<file path="src/rtl/fft_spectrum_store_if.sv">
// FFT output stream bundle: valid/sop/eop plus signed real/imag bins.
interface fft_spectrum_store_if #(
  parameter int DATA_W = 16
);
  logic                     fft_valid;
  logic                     fft_sop;
  logic                     fft_eop;
  logic signed [DATA_W-1:0] fft_re;
  logic signed [DATA_W-1:0] fft_im;

  modport master (
    output fft_valid, fft_sop, fft_eop,
    output fft_re, fft_im
  );

  modport slave (
    input fft_valid, fft_sop, fft_eop,
    input fft_re, fft_im
  );
endinterface

</file>
<file path="src/rtl/fft_spectrum_store.sv">
// Bin power (re^2+im^2, scaled, saturated) into a ping-pong spectrum
// buffer; the display bank stays stable while the next frame is written.
module fft_spectrum_store #(
  parameter int FFT_POINT = 256,
  parameter int BIN_AW    = 8,
  parameter int DATA_W    = 16,
  parameter int OUT_W     = 16,
  parameter int SHIFT     = 16
) (
  input  logic              clk_50m,
  input  logic              rst_n,
  fft_spectrum_store_if.slave fft,
  input  logic [BIN_AW-2:0] rd_addr,
  output logic [OUT_W-1:0]  rd_data,
  output logic              frame_done,
  output logic              bank_sel,
  output logic              frame_err
);
  localparam int SQ_W  = 2 * DATA_W;
  localparam int SUM_W = SQ_W + 1;
  localparam logic [BIN_AW-1:0] LAST = BIN_AW'(FFT_POINT - 1);

  typedef enum logic {IDLE, RUN} state_t;

  state_t            state;
  logic [BIN_AW-1:0] idx;

  logic              start, take, last_bin;
  logic              good, bad;
  logic [BIN_AW-1:0] cur_idx;

  logic                     s1_vld, s1_good, s1_bad;
  logic [BIN_AW-1:0]        s1_idx;
  logic signed [DATA_W-1:0] s1_re, s1_im;

  logic                   s2_vld, s2_good, s2_bad;
  logic [BIN_AW-1:0]      s2_idx;
  logic signed [SQ_W-1:0] s2_re_sq, s2_im_sq;

  logic [SUM_W-1:0] sum, shifted;
  logic [OUT_W-1:0] pow;

  logic              s3_vld, s3_good, s3_bad;
  logic [BIN_AW-1:0] s3_idx;
  logic [OUT_W-1:0]  s3_pow;

  logic              have;
  logic [OUT_W-1:0]  mem [FFT_POINT];

  // eop off the last index, or the last index without eop, both end badly
  always_comb begin
    start    = fft.fft_valid & fft.fft_sop;
    take     = start | (fft.fft_valid & (state == RUN));
    cur_idx  = start ? '0 : idx + 1'b1;
    last_bin = (cur_idx == LAST);
    good     = take & fft.fft_eop & last_bin;
    bad      = (start & (state == RUN))
             | (take & (fft.fft_eop ^ last_bin));
  end

  always_ff @(posedge clk_50m or negedge rst_n) begin
    if (!rst_n) begin
      state   <= IDLE;
      idx     <= '0;
      s1_vld  <= 1'b0;
      s1_good <= 1'b0;
      s1_bad  <= 1'b0;
      s1_idx  <= '0;
      s1_re   <= '0;
      s1_im   <= '0;
    end else begin
      s1_vld  <= take;
      s1_good <= good;
      s1_bad  <= bad;
      s1_idx  <= cur_idx;
      s1_re   <= fft.fft_re;
      s1_im   <= fft.fft_im;
      if (take) begin
        idx   <= cur_idx;
        state <= (fft.fft_eop | last_bin) ? IDLE : RUN;
      end
    end
  end

  always_ff @(posedge clk_50m or negedge rst_n) begin
    if (!rst_n) begin
      s2_vld   <= 1'b0;
      s2_good  <= 1'b0;
      s2_bad   <= 1'b0;
      s2_idx   <= '0;
      s2_re_sq <= '0;
      s2_im_sq <= '0;
    end else begin
      s2_vld   <= s1_vld;
      s2_good  <= s1_good;
      s2_bad   <= s1_bad;
      s2_idx   <= s1_idx;
      s2_re_sq <= SQ_W'(s1_re) * SQ_W'(s1_re);
      s2_im_sq <= SQ_W'(s1_im) * SQ_W'(s1_im);
    end
  end

  always_comb begin
    sum     = {1'b0, s2_re_sq} + {1'b0, s2_im_sq};
    shifted = sum >> SHIFT;
    pow     = (|shifted[SUM_W-1:OUT_W]) ? '1 : shifted[OUT_W-1:0];
  end

  always_ff @(posedge clk_50m or negedge rst_n) begin
    if (!rst_n) begin
      s3_vld  <= 1'b0;
      s3_good <= 1'b0;
      s3_bad  <= 1'b0;
      s3_idx  <= '0;
      s3_pow  <= '0;
    end else begin
      s3_vld  <= s2_vld;
      s3_good <= s2_good;
      s3_bad  <= s2_bad;
      s3_idx  <= s2_idx;
      s3_pow  <= pow;
    end
  end

  // the eop-bin write still lands in the old write bank on the flip edge
  always_ff @(posedge clk_50m) begin
    if (s3_vld && !s3_idx[BIN_AW-1])
      mem[{~bank_sel, s3_idx[BIN_AW-2:0]}] <= s3_pow;
  end

  always_ff @(posedge clk_50m or negedge rst_n) begin
    if (!rst_n) begin
      bank_sel   <= 1'b0;
      frame_done <= 1'b0;
      frame_err  <= 1'b0;
      have       <= 1'b0;
    end else begin
      frame_done <= s3_vld & s3_good;
      frame_err  <= s3_vld & s3_bad;
      if (s3_vld && s3_good) begin
        bank_sel <= ~bank_sel;
        have     <= 1'b1;
      end
    end
  end

  always_ff @(posedge clk_50m or negedge rst_n) begin
    if (!rst_n)
      rd_data <= '0;
    else
      rd_data <= have ? mem[{bank_sel, rd_addr}] : '0;
  end
endmodule

</file>
<file path="src/flat_wrapper.sv">
// flat-port wrapper written by rule: the top's interface ports become plain ports
module fft_spectrum_store_flat 
#(
  parameter int FFT_POINT = 256,
  parameter int BIN_AW    = 8,
  parameter int DATA_W    = 16,
  parameter int OUT_W     = 16,
  parameter int SHIFT     = 16
)
  (clk_50m, rst_n, rd_addr, rd_data, frame_done, bank_sel, frame_err, fft_fft_valid, fft_fft_sop, fft_fft_eop, fft_fft_re, fft_fft_im);
  fft_spectrum_store_if #(.DATA_W(DATA_W)) fft_i ();
  input  logic clk_50m;
  input  logic rst_n;
  input  logic [BIN_AW-2:0] rd_addr;
  output logic [OUT_W-1:0] rd_data;
  output logic frame_done;
  output logic bank_sel;
  output logic frame_err;
  input wire logic [$bits(fft_i.fft_valid)-1:0] fft_fft_valid;
  input wire logic [$bits(fft_i.fft_sop)-1:0] fft_fft_sop;
  input wire logic [$bits(fft_i.fft_eop)-1:0] fft_fft_eop;
  input wire logic [$bits(fft_i.fft_re)-1:0] fft_fft_re;
  input wire logic [$bits(fft_i.fft_im)-1:0] fft_fft_im;
  assign fft_i.fft_valid = fft_fft_valid;
  assign fft_i.fft_sop = fft_fft_sop;
  assign fft_i.fft_eop = fft_fft_eop;
  assign fft_i.fft_re = fft_fft_re;
  assign fft_i.fft_im = fft_fft_im;
  fft_spectrum_store #(.FFT_POINT(FFT_POINT), .BIN_AW(BIN_AW), .DATA_W(DATA_W), .OUT_W(OUT_W), .SHIFT(SHIFT)) u_core (.clk_50m(clk_50m), .rst_n(rst_n), .fft(fft_i), .rd_addr(rd_addr), .rd_data(rd_data), .frame_done(frame_done), .bank_sel(bank_sel), .frame_err(frame_err));
endmodule
</file>
<file path="config.mk">
export PLATFORM = sky130hd
export DESIGN_NAME = fft_spectrum_store_flat
export DESIGN_NICKNAME = d
export VERILOG_FILES = /design/src/rtl/fft_spectrum_store_if.sv /design/src/rtl/fft_spectrum_store.sv /design/src/flat_wrapper.sv
export SDC_FILE = /design/constraint.sdc
export NUM_CORES = 2
export LEC_CHECK = 0
export CAP_MARGIN = 40
export CORE_ASPECT_RATIO = 0.8
export CORE_MARGIN = 2
export CORE_UTILIZATION = 33
export DETAILED_ROUTE_END_ITERATION = 6
export GPL_TIMING_DRIVEN = 0
export SLEW_MARGIN = 20
export SYNTH_ARGS = -nofsm -noshare
export SYNTH_HDL_FRONTEND = slang
export SYNTH_SLANG_ARGS = --single-unit
</file>
<file path="constraint.sdc">
create_clock -name clk_50m -period 14.95 [get_ports clk_50m]
set_clock_uncertainty 0.2 [all_clocks]
set_input_delay 2.99 -clock clk_50m [delete_from_list [all_inputs] [get_ports clk_50m]]
set_output_delay 2.99 -clock clk_50m [all_outputs]
set_load 0.005 [all_outputs]
</file>
==> impl_metrics.toml <==
[die]
core_area_um2 = 543000
die_area_um2 = 552000
die_x_um = 830
ioPinCount = 63
initial_core_util_pct = 33.1
die_h_um = 665
num_rows = 242

[logic_synthesis]
synth_nets = 9237
synth_ff_type = "edfxtp_1"
syn_inst = 8518
async_reset_ff_share_pct = 3.98
yosysWarningCount = 0
synth_edf_count = 4096
syn_area_um2 = 180000
synthAdderAreaFrac_pct = 6.63
ys_types = 59
synth-simple-area-share_pct = 2.00
avgSynthCellArea_um2 = 21.1
ys_ff_latch = 4266
yosysSeqAreaShare_pct = 70.7
synth-compound-area-share_pct = 0.910
synth_top_family_by_area = "multiplexers"
synth.area.mux_share_pct = 17.0
synth_xor_xnor_area_share_pct = 0.491

[global_route]
grt_pass1_wl_um = 680000
grt_max_degree = 84
met1_usage_pct = 24.9
overflow = 0
grt_most_used_layer = "met2"
grt_usage_pct = 17.1
antenna_found_initial = 55
use_met3_pct = 4.83
grt_pass1_vias = 90400
gr-usage-met2_pct = 25.2

[timing]
timing.slew.headroom_pct = 39.7
timing.hold.ws_ns = 0.104
fin_setup_tns_ns = 0
worstMarginPinSlew_ns = 0.905
slew_viol_final = 0
fin_crit_sh_pct = 52.0
finalSetupViolCount = 0
hold_viol = 0
fmaxAchievable_ghz = 0.129
fin_crit_ns = 7.77
rsz0062_at_grt = "false"

[clocking]
clkLatencyLatePin_ns = 1.00
path_clk_slew_ns = 0.07
root_buffer = "clkbuf_16"
cts_sinks = 4266
cts_tree = "yes"
holdBufCountCts = 0
cts_buffers = 394
htreeDepth = 5
cts_setup_buffers = 0
cts-resized-gates = 0
clk_path_buf_depth = 4

[route]
wire_per_inst_um = 28.5
drc = 0
via_per_inst = 5.30
drtIter0Drc = 12700
firstDrtPassIters = 6
ant_nets = 0
wl_um = 482000
vias = 89600

[critical_path]
critPathLaunchType = "flop"
critPathKind = "flop to flop"
cp_data_arrival_time_ns = 8.36
crit_required_ns = 15.54
critPathLaunch = "u_core.s1_re[5]$_DFF_PN0_"
path_max_fanout = 10
cp-end-kind = "flop"
r2r_start = "u_core.s1_re[5]$_DFF_PN0_"

[final_layout]
area_growth_syn_to_layout_pct = 16.1
layout-drive-gt1-share_pct = 28.4
stdcell_area_um2 = 209000
final_nets = 10100

[worst_hold_path]
hold_class = "flop to flop"
holdCritStartpoint = "u_core.s2_idx[3]$_DFF_PN0_"

[placement]
post-dp-hpwl_um = 347000
gp_congestion = 0.870
portBuffers = 55
placed_area_um2 = 196000

[pwr]
p_leak_nw = 68.4
peakVddDrop_mv = 0.363
power_density_nw_per_um2 = 174

[job]
drv_cap = 0

[outcome]
status = "finished clean"
## flip-flops by register name (all words and copies together) (netlist names), 16 cells and up
register and cells:
u_core.mem 4096, u_core.s2_im_sq 30, u_core.s2_re_sq 30, u_core.rd_data 16
u_core.s1_im 16, u_core.s1_re 16, u_core.s3_pow 16
## cell usage in the layout (no fill, tap or decap), types with 42 or more instances in the layout
cell	instances
nor2_2	233
nor2_1	85
fa_1	466
clkbuf_1	321
buf_6	234
a21oi_1	54
o21ai_0	44
clkdlybuf4s50_1	54
and2_1	91
ha_1	209
nand3_1	42
clkinv_1	83
xnor2_1	77
dfrtp_1	154
clkbuf_16	408
buf_2	104
buf_16	60
inv_1	643
clkinv_2	67
mux4_2	1344
buf_8	85
edfxtp_1	4096
nand2_1	227
## logic make-up (layout without fill, tap and decap cells)
group / count (synthesis) / in the layout
AOI/OAI and AO/OA: 238 / 238
xor gates and xnor gates: 101 / 101
adders and majority gates: 675 / 675
buffers and inverters: 1049 / 2223
DFF: 4266 / 4266
muxes: 1381 / 1381
other: 0 / 18
and+or+nand+nor: 808 / 808
## synth_stat cells (24+ instances only)
cell type,number,area [um2]
edfxtp_1,4096,123000
mux4_2,1344,30300
inv_1,643,2410
fa_1,466,9330
nor2_1,341,1280
clkbuf_1,275,1030
nand2_1,227,852
ha_1,209,2620
dfrtp_1,170,4250
buf_2,98,490
and2_1,91,569
xnor2_1,77,674
a21oi_1,54,270
o21ai_0,44,220
nand3_1,42,210
buf_1,31,116
a21o_1,29,218
xor2_1,24,210
## layout make-up
class | count | area (um2)
Buffer | 406 | 1720
Inverter | 643 | 2410
Antenna cell | 18 | 45.0
Clock inverter | 217 | 1850
Clock buffer | 496 | 10600
Sequential cell | 4266 | 127000
Multi-Input combinational cell | 3203 | 49500
Timing Repair Buffer | 461 | 6680
Fill cell | 48300 | 334000
Tap cell | 7198 | 9010
## where the power goes
| part | total, mW | leakage (nW) | internal [mW] | switching, mW |
|---|---|---|---|---|
| combinational | 11.5 | 24.0 | 4.29 | 7.19 |
| clock | 9.87 | 6.07 | 5.44 | 4.44 |
| sequential | 15.0 | 38.3 | 14.7 | 0.297 |
## path summary, 6_finish.rpt
| path | slack (ns) | depth (start not counted) | to |
|---|---|---|---|
| worst max-delay path | 7.18 | 21 | u_core.s2_re_sq[31]$_DFF_PN0_ |
| worst min-delay path | 0.10 | 0 | u_core.s3_idx[3]$_DFF_PN0_ |
| worst max register to register | 7.18 | 21 | u_core.s2_re_sq[31]$_DFF_PN0_ |
| worst min register to register | 0.10 | 0 | u_core.s3_idx[3]$_DFF_PN0_ |
| max in group asynchronous | 11.65 | 3 | u_core.idx[1]$_DFFE_PN0P_ |
| min in group asynchronous | 1.63 | 1 | u_core.s1_im[11]$_DFF_PN0_ |
## through the flow
stage | util [%] | total power, mW | worst slack (ns) | std cells
finish | 38.5 | 36.3 | 7.18 | 16900
global route | 38.5 | 38.2 | 6.77 | 16900
CTS | 38.4 | 36.6 | 7.13 | 16900
detailed placement | 36.1 | 26.8 | 6.82 | 16100
global placement | 34.9 | 26.8 | 2.81 | 15800
floorplan | - | 22.7 | 8.59 | 8518
## worst max-delay path, stage by stage, from the launching register on
cell	delay (ns)
dfrtp_1	0.32
clkbuf_1	0.48
clkbuf_1	0.67
nand2_1	0.24
fa_1	0.57
fa_1	0.44
fa_1	0.51
inv_1	0.05
fa_1	0.51
fa_1	0.50
inv_1	0.05
fa_1	0.50
inv_1	0.05
ha_1	0.26
clkbuf_1	0.18
and4_1	0.26
a31oi_1	0.17
o21ai_0	0.23
a211o_1	0.35
a41o_1	0.30
o211a_1	0.28
a311o_1	0.48
## layer usage
metal	up-vias	wire, um
li1	35700	-
met3	631	55400
met5	-	112
met1	48700	202000
met4	18	13000
met2	4524	212000
Note: power is estimated with default switching activity, not from simulation.
